**src/rtl/run_ctrl_pkg.sv**
```systemverilog
// Shared types and defaults for the run controller: FSM states, program-select
// encodings and default entry addresses.
package run_ctrl_pkg;

    typedef enum logic [1:0] {
        StIdle,
        StLoad,
        StRun,
        StDone
    } state_e;

    typedef enum logic [1:0] {
        ProgSel0       = 2'd0,
        ProgSel1       = 2'd1,
        ProgSel2       = 2'd2,
        ProgSelInvalid = 2'd3
    } prog_sel_e;

    localparam int unsigned DefAddrWidth  = 10;
    localparam int unsigned DefCountWidth = 16;
    localparam int unsigned DefP0Base     = 0;
    localparam int unsigned DefP1Base     = 256;
    localparam int unsigned DefP2Base     = 512;
    localparam int unsigned DefWdogLimit  = 'hFFFF;

    function automatic logic sel_valid(input logic [1:0] sel);
        return sel != ProgSelInvalid;
    endfunction

endpackage

```
**src/rtl/run_ctrl_if.sv**
```systemverilog
// Handshake and PC-control bundle between the requester/decoder side (master)
// and the run controller (slave).
interface run_ctrl_if #(
    parameter int unsigned A = 10,
    parameter int unsigned C = 16
);
    logic         Req;
    logic [1:0]   ProgSel;
    logic         Halt;
    logic         StallReq;
    logic         PcLoad;
    logic [A-1:0] PcLoadAddr;
    logic         PcEn;
    logic         Busy;
    logic         Done;
    logic         Err;
    logic         TimeOut;
    logic [C-1:0] CycleCount;

    modport master (
        output Req, ProgSel, Halt, StallReq,
        input  PcLoad, PcLoadAddr, PcEn, Busy, Done, Err, TimeOut, CycleCount
    );

    modport slave (
        input  Req, ProgSel, Halt, StallReq,
        output PcLoad, PcLoadAddr, PcEn, Busy, Done, Err, TimeOut, CycleCount
    );
endinterface

```
**src/rtl/run_ctrl_sat_counter.sv**
```systemverilog
// Width-parameterised up-counter with synchronous clear that sticks at all-ones.
module sat_counter #(
    parameter int unsigned Width = 16
) (
    input  logic             Clk,
    input  logic             Reset,
    input  logic             clr_i,
    input  logic             en_i,
    output logic [Width-1:0] count_o
);
    logic [Width-1:0] count_q, count_d;

    always_comb begin
        count_d = count_q;
        if (clr_i) begin
            count_d = '0;
        end else if (en_i && (count_q != {Width{1'b1}})) begin
            count_d = count_q + Width'(1);
        end
    end

    always_ff @(posedge Clk) begin
        if (Reset) begin
            count_q <= '0;
        end else begin
            count_q <= count_d;
        end
    end

    assign count_o = count_q;

endmodule

```
**src/rtl/run_ctrl.sv**
```systemverilog
// Run controller: selects a program entry point, loads the PC, then gates PC advance
// until halt. Optional watchdog compiled in with RUN_CTRL_WATCHDOG_EN.
module run_ctrl
    import run_ctrl_pkg::*;
#(
    parameter int unsigned A          = DefAddrWidth,
    parameter int unsigned C          = DefCountWidth,
    parameter int unsigned P0_BASE    = DefP0Base,
    parameter int unsigned P1_BASE    = DefP1Base,
    parameter int unsigned P2_BASE    = DefP2Base,
    parameter int unsigned WDOG_LIMIT = DefWdogLimit
) (
    input logic     Clk,
    input logic     Reset,
    run_ctrl_if.slave bus
);
`ifdef RUN_CTRL_WATCHDOG_EN
    localparam bit WdogEn = 1'b1;
`else
    localparam bit WdogEn = 1'b0;
`endif
    localparam logic [C:0] WdogLimit = (C+1)'(WDOG_LIMIT);

    state_e       state_q, state_d;
    logic [1:0]   sel_q, sel_d;
    logic         err_q, err_d;
    logic         timeout_q, timeout_d;
    logic         busy_q, busy_d;
    logic         done_q, done_d;
    logic         pc_load_q, pc_load_d;
    logic [A-1:0] pc_load_addr_q, pc_load_addr_d;
    logic [A-1:0] base_addr;
    logic [C-1:0] cycle_count;
    logic [C:0]   cycle_count_inc;
    logic         start, in_run, wdog_fire, pc_en;

    assign start           = (state_q == StIdle) && bus.Req;
    assign in_run          = (state_q == StRun);
    assign cycle_count_inc = {1'b0, cycle_count} + (C+1)'(1);
    // Fires on the RUN cycle that brings the count to the limit; halt wins.
    assign wdog_fire       = WdogEn && in_run && !bus.Halt && (cycle_count_inc >= WdogLimit);

    sat_counter #(
        .Width (C)
    ) u_cycle_cnt (
        .Clk     (Clk),
        .Reset   (Reset),
        .clr_i   (start),
        .en_i    (in_run),
        .count_o (cycle_count)
    );

    always_ff @(posedge Clk) begin
        if (Reset) begin
            state_q <= StIdle;
        end else begin
            state_q <= state_d;
        end
    end

    always_comb begin
        state_d = state_q;
        unique case (state_q)
            StIdle: if (bus.Req) state_d = sel_valid(bus.ProgSel) ? StLoad : StDone;
            StLoad: state_d = StRun;
            StRun:  if (bus.Halt || wdog_fire) state_d = StDone;
            StDone: if (!bus.Req) state_d = StIdle;
            default: state_d = StIdle;
        endcase
    end

    always_comb begin
        base_addr = '0;
        unique case (prog_sel_e'(sel_d))
            ProgSel0: base_addr = A'(P0_BASE);
            ProgSel1: base_addr = A'(P1_BASE);
            ProgSel2: base_addr = A'(P2_BASE);
            default:  base_addr = '0;
        endcase
    end

    always_comb begin
        pc_en          = in_run && !bus.StallReq && !bus.Halt && !wdog_fire;
        sel_d          = (start && sel_valid(bus.ProgSel)) ? bus.ProgSel : sel_q;
        err_d          = start ? !sel_valid(bus.ProgSel) : err_q;
        timeout_d      = start ? 1'b0 : (timeout_q || wdog_fire);
        busy_d         = (state_d == StLoad) || (state_d == StRun);
        done_d         = (state_d == StDone);
        pc_load_d      = (state_d == StLoad);
        pc_load_addr_d = pc_load_d ? base_addr : '0;
    end

    always_ff @(posedge Clk) begin
        if (Reset) begin
            sel_q          <= 2'd0;
            err_q          <= 1'b0;
            timeout_q      <= 1'b0;
            busy_q         <= 1'b0;
            done_q         <= 1'b0;
            pc_load_q      <= 1'b0;
            pc_load_addr_q <= '0;
        end else begin
            sel_q          <= sel_d;
            err_q          <= err_d;
            timeout_q      <= timeout_d;
            busy_q         <= busy_d;
            done_q         <= done_d;
            pc_load_q      <= pc_load_d;
            pc_load_addr_q <= pc_load_addr_d;
        end
    end

    assign bus.PcEn       = pc_en;
    assign bus.PcLoad     = pc_load_q;
    assign bus.PcLoadAddr = pc_load_addr_q;
    assign bus.Busy       = busy_q;
    assign bus.Done       = done_q;
    assign bus.Err        = err_q;
    assign bus.TimeOut    = timeout_q;
    assign bus.CycleCount = cycle_count;

endmodule
```
**src/flat_wrapper.sv**
```systemverilog
// flat-port wrapper written by rule: the top's interface ports become plain ports
module run_ctrl_flat import run_ctrl_pkg::*;
#(
    parameter int unsigned A          = DefAddrWidth,
    parameter int unsigned C          = DefCountWidth,
    parameter int unsigned P0_BASE    = DefP0Base,
    parameter int unsigned P1_BASE    = DefP1Base,
    parameter int unsigned P2_BASE    = DefP2Base,
    parameter int unsigned WDOG_LIMIT = DefWdogLimit
)
  (Clk, Reset, bus_Req, bus_ProgSel, bus_Halt, bus_StallReq, bus_PcLoad, bus_PcLoadAddr, bus_PcEn, bus_Busy, bus_Done, bus_Err, bus_TimeOut, bus_CycleCount);
  run_ctrl_if #(.A(A), .C(C)) bus_i ();
  input logic Clk;
  input logic Reset;
  input wire logic [$bits(bus_i.Req)-1:0] bus_Req;
  input wire logic [$bits(bus_i.ProgSel)-1:0] bus_ProgSel;
  input wire logic [$bits(bus_i.Halt)-1:0] bus_Halt;
  input wire logic [$bits(bus_i.StallReq)-1:0] bus_StallReq;
  output wire logic [$bits(bus_i.PcLoad)-1:0] bus_PcLoad;
  output wire logic [$bits(bus_i.PcLoadAddr)-1:0] bus_PcLoadAddr;
  output wire logic [$bits(bus_i.PcEn)-1:0] bus_PcEn;
  output wire logic [$bits(bus_i.Busy)-1:0] bus_Busy;
  output wire logic [$bits(bus_i.Done)-1:0] bus_Done;
  output wire logic [$bits(bus_i.Err)-1:0] bus_Err;
  output wire logic [$bits(bus_i.TimeOut)-1:0] bus_TimeOut;
  output wire logic [$bits(bus_i.CycleCount)-1:0] bus_CycleCount;
  assign bus_i.Req = bus_Req;
  assign bus_i.ProgSel = bus_ProgSel;
  assign bus_i.Halt = bus_Halt;
  assign bus_i.StallReq = bus_StallReq;
  assign bus_PcLoad = bus_i.PcLoad;
  assign bus_PcLoadAddr = bus_i.PcLoadAddr;
  assign bus_PcEn = bus_i.PcEn;
  assign bus_Busy = bus_i.Busy;
  assign bus_Done = bus_i.Done;
  assign bus_Err = bus_i.Err;
  assign bus_TimeOut = bus_i.TimeOut;
  assign bus_CycleCount = bus_i.CycleCount;
  run_ctrl #(.A(A), .C(C), .P0_BASE(P0_BASE), .P1_BASE(P1_BASE), .P2_BASE(P2_BASE), .WDOG_LIMIT(WDOG_LIMIT)) u_core (.Clk(Clk), .Reset(Reset), .bus(bus_i));
endmodule
```
**config.mk**
```make
export PLATFORM = sky130hd
export DESIGN_NAME = run_ctrl_flat
export DESIGN_NICKNAME = d
export VERILOG_FILES = /design/src/rtl/run_ctrl_pkg.sv /design/src/rtl/run_ctrl_if.sv /design/src/rtl/run_ctrl_sat_counter.sv /design/src/rtl/run_ctrl.sv /design/src/flat_wrapper.sv
export SDC_FILE = /design/constraint.sdc
export NUM_CORES = 1
export LEC_CHECK = 0
export ABC_AREA = 0
export BUFFER_PORTS_ARGS = -buffer_cell sky130_fd_sc_hd__buf_2
export CELL_PAD_IN_SITES_DETAIL_PLACEMENT = 0
export CELL_PAD_IN_SITES_GLOBAL_PLACEMENT = 2
export CORE_ASPECT_RATIO = 1.5
export CORE_MARGIN = 2
export CORE_UTILIZATION = 26
export CTS_CLUSTER_DIAMETER = 50
export DETAILED_ROUTE_END_ITERATION = 16
export GPL_TIMING_DRIVEN = 0
export PLACE_DENSITY = 0.78
export SLEW_MARGIN = 0
export SYNTH_ARGS = -nofsm -noshare
export SYNTH_HDL_FRONTEND = slang
export SYNTH_SLANG_ARGS = --single-unit
```
**constraint.sdc**
```tcl
create_clock -name Clk -period 2 [get_ports Clk]
set_input_delay 0.4 -clock Clk [delete_from_list [all_inputs] [get_ports Clk]]
set_output_delay 0.4 -clock Clk [all_outputs]
set_load 0.02 [all_outputs]
```
# Yosys cells after proc, flatten, opt, wreduce, memory -nomap -nowiden
# Index checks and enable logic that the tools add are counted.
totals:
  romBits: 0
  mem_count: 0
  latchBits: 0
  regBits: 34
  ram_bits: 0
  output_inout_bits: 32
  in_bits: 7
op_classes:
  order_cmp: 0
  eq_ne: 10
  multipliers: 0
  div: 0
  n_bitwise: 1
  reduce_logical: 12
  n_mux: 7
  shift: 0
  addsub: 1
ops:
  columns: ["cell", "n"]
  rows:
  - ["$pmux 10 s2", 1]
  - ["$add 16x1->16 const B", 1]
  - ["$ne 16x16->1 const B", 1]
  - ["$eq 2x2->1 const B", 5]
  - ["$mux 2", 5]
  - ["$pmux 2 s4", 1]
  - ["$eq 2x1->1 const B", 3]
  - ["$logic_and 1x1->1", 5]
  - ["$reduce_or 2->1", 2]
  - ["$logic_not 1->1", 3]
  - ["$logic_not 2->1", 1]
  - ["$ne 2x2->1 const B", 1]
  - ["$logic_or 1x1->1", 1]
  - ["$not 1->1", 1]

# Longest topological paths before layout
# Gate-level depths: netlist of run 1.
logic_depth:
  word_depth: 7
  mapped_depth: 6
  ltp_nobuf: 5

# By module
# From an unflattened synthesis of run 1, not the netlist that was laid out.
unflattened:
  cells_unflattened: 156
  hier_area_um2: 1472.7
modules_own_cells:
  columns: ["module", "seq_area_each_um2", "instances", "area_each_um2", "cells_per_inst"]
  rows:
  - ["sat_counter", 320.3, 1, 917.1, 102]
  - ["run_ctrl", 200.2, 1, 555.5, 54]

# Worst setup path before layout of run 1
# No wires, ideal clock.
synth_path:
  kind: "register to register"
  from: "register u_core.u_cycle_cnt.count_q[0], in the netlist u_core.u_cycle_cnt.count_o[0]"
  to: "register u_core.u_cycle_cnt.count_q[1], in the netlist u_core.u_cycle_cnt.count_o[1]"
  setup_ps: 128
  arrival_ps: 1929
  slack_ps: -57
  stages_incl_launch_ff: 7
  path_cell_list: "dfxtp_1 -> ha_1 -> nand3_1 -> o41ai_2 -> buf_2 -> mux2i_1 -> nor2_1"
synth_between:
  elab_chain_len: 2
  word_cells_on_any_way: 3
  classes_between: "add/sub (1); eq/ne (1); reduce/logical (1)"
synth_lines:
  columns: ["element", "line", "rtl"]
  rows:
  - ["from (decl)", "run_ctrl_sat_counter.sv:11", "logic [Width-1:0] count_q, count_d;"]
  - ["from (signal assigned)", "run_ctrl_sat_counter.sv:26", "count_q <= count_d;"]
  - ["parallel branches: the longest is 2 deep, another holds $add 16x1->16", null, null]
# Several ways; the timed one is not identified.
# A chain may end at the register's enable or synchronous reset.

# Worst setup path after layout of run 1
layout_path:
  from: "register u_core.u_cycle_cnt.count_q[7], in the netlist u_core.u_cycle_cnt.count_o[7]"
  to: "register u_core.u_cycle_cnt.count_q[15], in the netlist u_core.u_cycle_cnt.count_o[15]"
# Same word-level chain as after synthesis.

==> impl_metrics.tcl, run 1 <==
set metrics [dict create \
    synthesis.area_sq_mm 0.00126 \
    max_stage_delay_ps 600 \
    grt_pass1_vias 1050 \
    core-area_sq_mm 0.00477 \
    grt_start_max_net_pins 16 \
    power_leakage_nw 0.684 \
    maxSlewViolCount 0 \
    synth_ff_type "dfxtp_1" \
    num_rows 31 \
    area.growth.synth_to_final_pct 29.9 \
    fmax_ghz 0.524 \
    postCtsHoldBufs 0 \
    dp_cells 250 \
    wl_per_cell_um 11.3 \
    min_path_cells 3 \
    wl_um 2910 \
    vias 1222 \
    htree_levels 1 \
    antenna_found_initial 0 \
    clockBufferDepth 2 \
    synth_cell_type_count 33 \
    ys_warn_count 0 \
    powerDensity_mw_per_mm2 699 \
    n_antenna_cell 0 \
    relSlewSlack_pct 66.0 \
    endpoint_kind "flop" \
    startpoint_type "flop" \
    status "completed" \
    synth.ff_latch_count 26 \
    first_iter_violations 39 \
    period_needed_ps 1910 \
    reg2reg_to "u_core.u_cycle_cnt.count_o[15]" \
    finalClockSkew_ps 6.66 \
    critical_path_arrival_ps 2110 \
    drive_above_1_share_pct 30.7 \
    syn_avg_cell_area_sq_um 8.54 \
    grt_util_all_layers_pct 11.1 \
    setup_viol 0 \
    io_buffers 28 \
    ir_worst_vdd_uv 390 \
    critical_path_peak_fanout 5 \
    num_io_pins 39 \
    fin_cells 258 \
    maxCapViolations 0 \
    die_y_um 89.4 \
    reg2regPathDepth 4 \
    gp_congestion 0.720 \
    grt_overflow_total 0 \
    setup_tns_ps 0 \
    worstHoldStart "bus_ProgSel[1]" \
    fin_ws_ps 93.2 \
    reg2reg_from "u_core.u_cycle_cnt.count_o[7]" \
    fin_util_pct 34.4 \
    holdPathEnd "u_core.bus.Err" \
    crit_type "flop to flop" \
    dieArea_sq_mm 0.00545 \
    cts_tree "yes" \
    drtAntennaViolNets 0 \
    synth-edff-count 0 \
    tightest_slew_ps 506 \
    viasPerCell 4.74 \
    cts_buffers 3 \
    critPathSlowestCell "or4_4" \
    hold_path.class "input pin to flop" \
    first_pass_iters 4 \
    final_nets 203 \
    hold_violations 0 \
    synth_cells 148 \
    fillers 509 \
    drc 0 \
    initial_core_util_pct 26.5 \
    critPathRequiredTime_ps 2210 \
    cp_cell_sequence "nand4_2 > or4_4 > or4_1 > a21oi_1" \
    clkLatencyLatePin_ps 270 \
    path_clk_slew_ps 100 \
    synth-async-reset-ratio_pct 0 \
    grt_pass1_wl_um 4670 \
    clock-sinks 26 \
    ys_seq_area_share_pct 41.2 \
    dp_hpwl_um 2260 \
    die_x_um 60.9 \
    dp_slack_ps -162 \
    min_period_over_period_pct 95.3 \
    rrSetupSlack_ps 90 \
    cts_root_buf "clkbuf_8" \
]
==> synthesized netlist by cell type (all sizes together), types with 2 or more instances <==
| cell | count | area, sq um |
|---|---|---|
| clkbuf | 4 | 15.0 |
| mux2i | 2 | 20.0 |
| and3 | 2 | 12.5 |
| inv | 6 | 22.5 |
| buf | 10 | 72.6 |
| nand2 | 8 | 30.0 |
| ha | 3 | 37.5 |
| nor2 | 10 | 37.5 |
| nand4 | 4 | 31.3 |
| o21ai | 8 | 40.0 |
| xor2 | 2 | 17.5 |
| nor3 | 6 | 30.0 |
| and4 | 2 | 17.5 |
| or3 | 6 | 37.5 |
| or4 | 7 | 56.3 |
| nand2b | 3 | 18.8 |
| nor2b | 3 | 18.8 |
| a21oi | 15 | 75.1 |
| nor4 | 2 | 12.5 |
| dfxtp | 26 | 521 |
| nand3 | 5 | 25.0 |
| o31ai | 6 | 45.0 |
==> repair_timing <==
item                       CTS  global route
gates resized for setup      1             5
cloned                       0             0
setup endpoints to repair   14            12
setup buffers                1             4
pin swaps                    1             2
==> through the flow <==
stage	area (sq um)	hold WS [ps]	total power (W)
2_1_floorplan	1310	481	0.000680
3_3_place_gp	1530	443	0.000722
3_5_place_dp	1530	453	0.000723
4_1_cts	1610	403	0.00117
5_1_grt	1640	419	0.00121
6_report	1640	406	0.00115
==> cell families (layout without fill, tap and decap cells) <==
kind of cell | Yosys count | in the layout | share of synthesized area [%]
buf+inv | 20 | 56 | 8.71
other cells | 1 | 9 | 0.297
fa+ha+maj | 3 | 3 | 2.97
simple gates | 62 | 62 | 28.4
compound gates | 32 | 32 | 15.4
flops | 26 | 26 | 41.2
xor+xnor | 2 | 2 | 1.39
mux | 2 | 2 | 1.58
==> per-layer routing <==
layer  share of wire, %  global-route usage (%)  vias up
li1                   -                       -      607
met1                 42                    13.6      584
met2                 52                    18.7       27
met3                4.5                    2.32        4
met4                1.5                    4.55        0
met5                  0                       0        -
==> sequential cells by signal (all words and copies together), names as in the netlist <==
signal,cells
u_core.sel_q,2
u_core.bus.Err,1
u_core.bus.PcLoad,1
u_core.bus.Done,1
u_core.bus.PcLoadAddr,2
u_core.state_q,2
u_core.bus.Busy,1
u_core.u_cycle_cnt.count_o,16
==> cells in the final DEF (no fill, tap or decap), types with 5 or more instances in the layout <==
master,n
conb_1,9
a21oi_1,15
nor3_1,6
dfxtp_2,6
o21ai_0,8
buf_4,14
o31ai_1,6
buf_2,30
dfxtp_1,20
inv_1,6
nor2_1,10
or3_1,6
nand2_1,8
nand3_1,5
or4_1,6
==> report_power, final <==
part	internal [W]	switching (W)	total [W]
registers	0.000537	0.0000124	0.000549
clock network	0.000268	0.000167	0.000435
logic	0.0000622	0.000101	0.000163
total	0.000866	0.000280	0.00115
==> how the worst max path moves through the flow <==
stage                                        from                        endpoint  slack, ps  depth (start not counted)
floorplan           u_core.u_cycle_cnt.count_o[4]  u_core.u_cycle_cnt.count_o[15]         40                          4
global placement    u_core.u_cycle_cnt.count_o[0]   u_core.u_cycle_cnt.count_o[1]       -140                          6
detailed placement  u_core.u_cycle_cnt.count_o[0]   u_core.u_cycle_cnt.count_o[1]       -160                          6
CTS                 u_core.u_cycle_cnt.count_o[2]  u_core.u_cycle_cnt.count_o[15]          6                          4
global route        u_core.u_cycle_cnt.count_o[3]  u_core.u_cycle_cnt.count_o[15]        -20                          4
finish              u_core.u_cycle_cnt.count_o[7]  u_core.u_cycle_cnt.count_o[15]         90                          4
==> cell type report <==
cell class | count | area [sq um] | area share [%]
Clock inverter | 1 | 30.0 | 1.83
Sequential cell | 26 | 528 | 32.2
Timing Repair Buffer | 33 | 178 | 10.8
Multi-Input combinational cell | 110 | 674 | 41.1
Buffer | 13 | 85.1 | 5.18
Clock buffer | 3 | 41.3 | 2.52
Inverter | 6 | 22.5 | 1.37
Tap cell | 66 | 82.6 | 5.03
==> critical path, delay by kind of cell (launching register included) <==
kind               cells  cell delay [ps]
DFF                    1              400
AOI/OAI and AO/OA      1              140
and+or+nand+nor        3             1310
No activity file was read; power rests on OpenSTA's default activity.
==> inputs of run 2 (changes only) <==
PLACE_DENSITY = 0.74   (was 0.78)
==> impl_metrics.tcl, run 2 (synthesis gave the netlist of run 1 again) <==
set metrics [dict create \
    maxCapViolations 0 \
    antenna_found_initial 0 \
    whs_ps 415 \
    critical_path_arrival_ps 2090 \
    seqCellArea_sq_um 527 \
    p_total_w 0.00106 \
    setup_tns_ps 0 \
    fmax_ghz 0.532 \
    viasPerCell 4.73 \
    drc 0 \
    area.growth.synth_to_final_pct 28.9 \
    first_pass_iters 4 \
    dieArea_sq_mm 0.00545 \
    core-area_sq_mm 0.00477 \
    postCtsHoldBufs 0 \
    drive_above_1_share_pct 30.5 \
    powerDensity_mw_per_mm2 650 \
    wl_per_cell_um 11.9 \
    cp_cell_sequence "nand4_4 > or4_4 > or4_1 > a21oi_1" \
    setup_viol 0 \
    hold_violations 0 \
    fin_ws_ps 119 \
    ir_worst_vdd_uv 288 \
    cts_root_buf "clkbuf_8" \
    drtAntennaViolNets 0 \
    critPathRequiredTime_ps 2210 \
    path_clk_slew_ps 90 \
    endpoint_kind "flop" \
    max_stage_delay_ps 580 \
    final_nets 201 \
    grt_start_max_net_pins 15 \
    dp_slack_ps -187 \
    dp_hpwl_um 2310 \
    num_rows 31 \
    final_cell_mix "buf_2 (29), dfxtp_1 (21), a21oi_1 (15), buf_4 (12), nor2_1 (10)" \
    largest_reg_flops 16 \
    clockBufferDepth 2 \
    htree_levels 1 \
    power_leakage_nw 0.675 \
    cts_buffers 3 \
    final_common_cell "buf_2" \
    n_antenna_cell 0 \
    cts_tree "yes" \
    clock-sinks 26 \
    grt_util_all_layers_pct 12.1 \
    grt_pass1_wl_um 5000 \
    min_period_over_period_pct 94.1 \
    grt_overflow_total 0 \
    die_y_um 89.4 \
    initial_core_util_pct 26.5 \
    critPathSlowestCell "or4_4" \
    rsz0062_at_grt "false" \
    finalClockSkew_ps 3.23 \
    io_buffers 28 \
    startpoint_type "flop" \
    clkLatencyLatePin_ps 280 \
    num_io_pins 39 \
    maxSlewViolCount 0 \
    gp_congestion 0.731 \
    first_iter_violations 39 \
    critical_path_peak_fanout 5 \
    vias 1210 \
    die_x_um 60.9 \
    wl_um 3050 \
    fillers 530 \
    crit_type "flop to flop" \
    status "completed" \
    grt_pass1_vias 1126 \
    period_needed_ps 1880 \
    cp_top_family "simple AND/OR/NAND/NOR gates" \
    hold_path.class "input pin to flop" \
    fin_util_pct 34.1 \
    multiInputGateArea_sq_um 694 \
    worst-path-buf-inv 0 \
]
-- run 2: metal layers --
layer / vias up / part of all wire, % / GRT usage [%]
li1: 608 / - / -
met1: 570 / 42 / 14.5
met2: 27 / 52 / 20.5
met3: 5 / 4.4 / 2.46
met4: 0 / 1.7 / 5.34
met5: - / 0 / 0
-- run 2: metrics by stage --
| step | instance area (sq um) | std cells |
|---|---|---|
| final | 1630 | 256 |
| after global routing | 1630 | 256 |
| after CTS | 1600 | 256 |
| after detailed placement | 1530 | 250 |
| after global placement | 1530 | 250 |
| after floorplan | 1310 | 156 |
-- run 2: repair_timing --
action	CTS	global route
buffers inserted	2	1
resized for setup	1	6
setup endpoints to repair	15	13
pin swaps	2	1
endpoints found under the hold margin	0	0
-- run 2: worst paths after layout --
path / depth (start not counted) / start / slack [ps] / end
setup / recovery: 4 / u_core.u_cycle_cnt.count_o[7] / 120 / u_core.u_cycle_cnt.count_o[15]
hold / removal: 3 / bus_ProgSel[1] / 410 / u_core.bus.Err
setup reg to reg: 4 / u_core.u_cycle_cnt.count_o[7] / 120 / u_core.u_cycle_cnt.count_o[15]
hold reg to reg: 2 / u_core.bus.Err / 460 / u_core.bus.Err
-- run 2: final cells by class --
type / instances / share of cell area [%]
multi-input combinational: 110 / 42.6
timing repair buffer: 31 / 9.98
buffer: 13 / 5.22
clock buffer: 4 / 3.38
tap: 66 / 5.07
inverter: 6 / 1.38
sequential: 26 / 32.3
-- run 2: where the power goes --
part           internal (W)  switching (W)
Combinational     0.0000622       0.000100
Sequential         0.000537      0.0000123
Clock              0.000176       0.000171
-- run 2: worst register-to-register path, delay by kind of cell, from the launching register on --
kind            cells  cell delay (ps)
compound gates      1              140
flops               1              450
simple gates        3             1230
==> inputs of run 3 (changes only) <==
CORE_ASPECT_RATIO = 1.2   (was 1.5)
==> impl_metrics.tcl, run 3 (synthesis gave the netlist of run 1 again) <==
set metrics [dict create \
    num_io_pins 39 \
    final_cell_mix "buf_2 (29), dfxtp_1 (21), a21oi_1 (15), buf_4 (11), nor2_1 (10)" \
    ir_worst_vdd_uv 273 \
    cts_root_buf "clkbuf_8" \
    critical_path_arrival_ps 2110 \
    min_path_cells 3 \
    dp_hpwl_um 2240 \
    dieArea_sq_mm 0.00544 \
    core-area_sq_mm 0.00463 \
    clockBufferDepth 2 \
    cts_buffers 3 \
    min_period_over_period_pct 95.0 \
    fin_ws_ps 101 \
    viasPerCell 4.86 \
    grt_start_max_net_pins 15 \
    drive_above_1_share_pct 29.6 \
    finalClockSkew_ps 1.85 \
    period_needed_ps 1900 \
    power_leakage_nw 0.664 \
    wl_met3_um 105 \
    gp_congestion 0.729 \
    grt_overflow_total 0 \
    rsz0062_at_grt "false" \
    dp_slack_ps -145 \
    cts_tree "yes" \
    crit_type "flop to flop" \
    n_antenna_cell 0 \
    num_rows 27 \
    drtAntennaViolNets 0 \
    critical_path_peak_fanout 6 \
    antenna_found_initial 0 \
    hold_violations 0 \
    die_y_um 80.4 \
    hold_path.class "input pin to flop" \
    clkLatencyLatePin_ps 270 \
    grt_util_all_layers_pct 11.7 \
    tightest_slew_ps 523 \
    startpoint_type "flop" \
    die_x_um 67.6 \
    wl_per_cell_um 11.9 \
    dr_wl_met2_um 1470 \
    path_clk_slew_ps 90 \
    area.growth.synth_to_final_pct 26.3 \
    fillers 487 \
    grt_pass1_wl_um 4980 \
    postCtsHoldBufs 0 \
    met1_length_um 1320 \
    grt_pass1_vias 1130 \
    p_total_w 0.00106 \
    status "completed" \
    vias 1200 \
    fmax_ghz 0.527 \
    relSlewSlack_pct 64.8 \
    clock-sinks 26 \
    first_iter_violations 27 \
    initial_core_util_pct 27.3 \
    final_common_cell "buf_2" \
    critPathRequiredTime_ps 2210 \
    wl_um 2940 \
    maxSlewViolCount 0 \
    drc 0 \
    dr.max_layer_used "met4" \
    endpoint_kind "flop" \
    htree_levels 1 \
    setup_viol 0 \
    final_nets 200 \
    io_buffers 28 \
    powerDensity_mw_per_mm2 662 \
    maxCapViolations 0 \
    first_pass_iters 4 \
    largest_reg_flops 16 \
    reg2regPathDepth 4 \
]
[run 3: power by group]
group          switching (W)  internal (W)
logic               0.000100     0.0000629
registers          0.0000129      0.000537
clock network       0.000168      0.000176
[run 3: routing by layer]
| metal | up-vias | GRT usage (%) |
|---|---|---|
| met5 | - | 0 |
| met4 | 0 | 4.29 |
| met3 | 5 | 1.68 |
| met2 | 24 | 20.4 |
| met1 | 566 | 14.3 |
| li1 | 605 | - |
[run 3: through the flow]
stage	std cells	hold slack, ps	util, %	cell area, sq um	setup TNS, ps
global placement	242	444	32.8	1520	-1170
global route	247	419	34.5	1600	0
detailed placement	242	450	32.8	1520	-1040
floorplan	156	481	-	1310	0
finish	247	402	34.5	1600	0
CTS	248	399	34.4	1590	0
[run 3: worst paths after layout]
check | start | end | slack (ps)
setup / recovery | u_core.u_cycle_cnt.count_o[6] | u_core.u_cycle_cnt.count_o[15] | 100
hold / removal | bus_ProgSel[1] | u_core.bus.Err | 400
setup reg to reg | u_core.u_cycle_cnt.count_o[6] | u_core.u_cycle_cnt.count_o[15] | 100
hold reg to reg | u_core.bus.Err | u_core.bus.Err | 460
[run 3: worst max-delay path, cell delays in order, from the launching register on]
cell	delay, ps
dfxtp_1	420
nand4_2	210
or4_4	600
or4_1	470
a21oi_1	140
[run 3: cell type report]
cell class	instances	area, sq um	area share, %
timing repair buffer	30	155	9.72
tap	58	72.6	4.55
clock buffer	4	55.1	3.45
multi-input combinational	110	679	42.6
sequential	26	527	33.0
inverter	6	22.5	1.41
buffer	13	85.1	5.33
[run 3: timing repair]
action | CTS | global route
setup endpoints to repair | 15 | 13
gates resized for setup | 1 | 4
setup buffers | 2 | 0
pin swaps | 2 | 0
cloned | 0 | 0
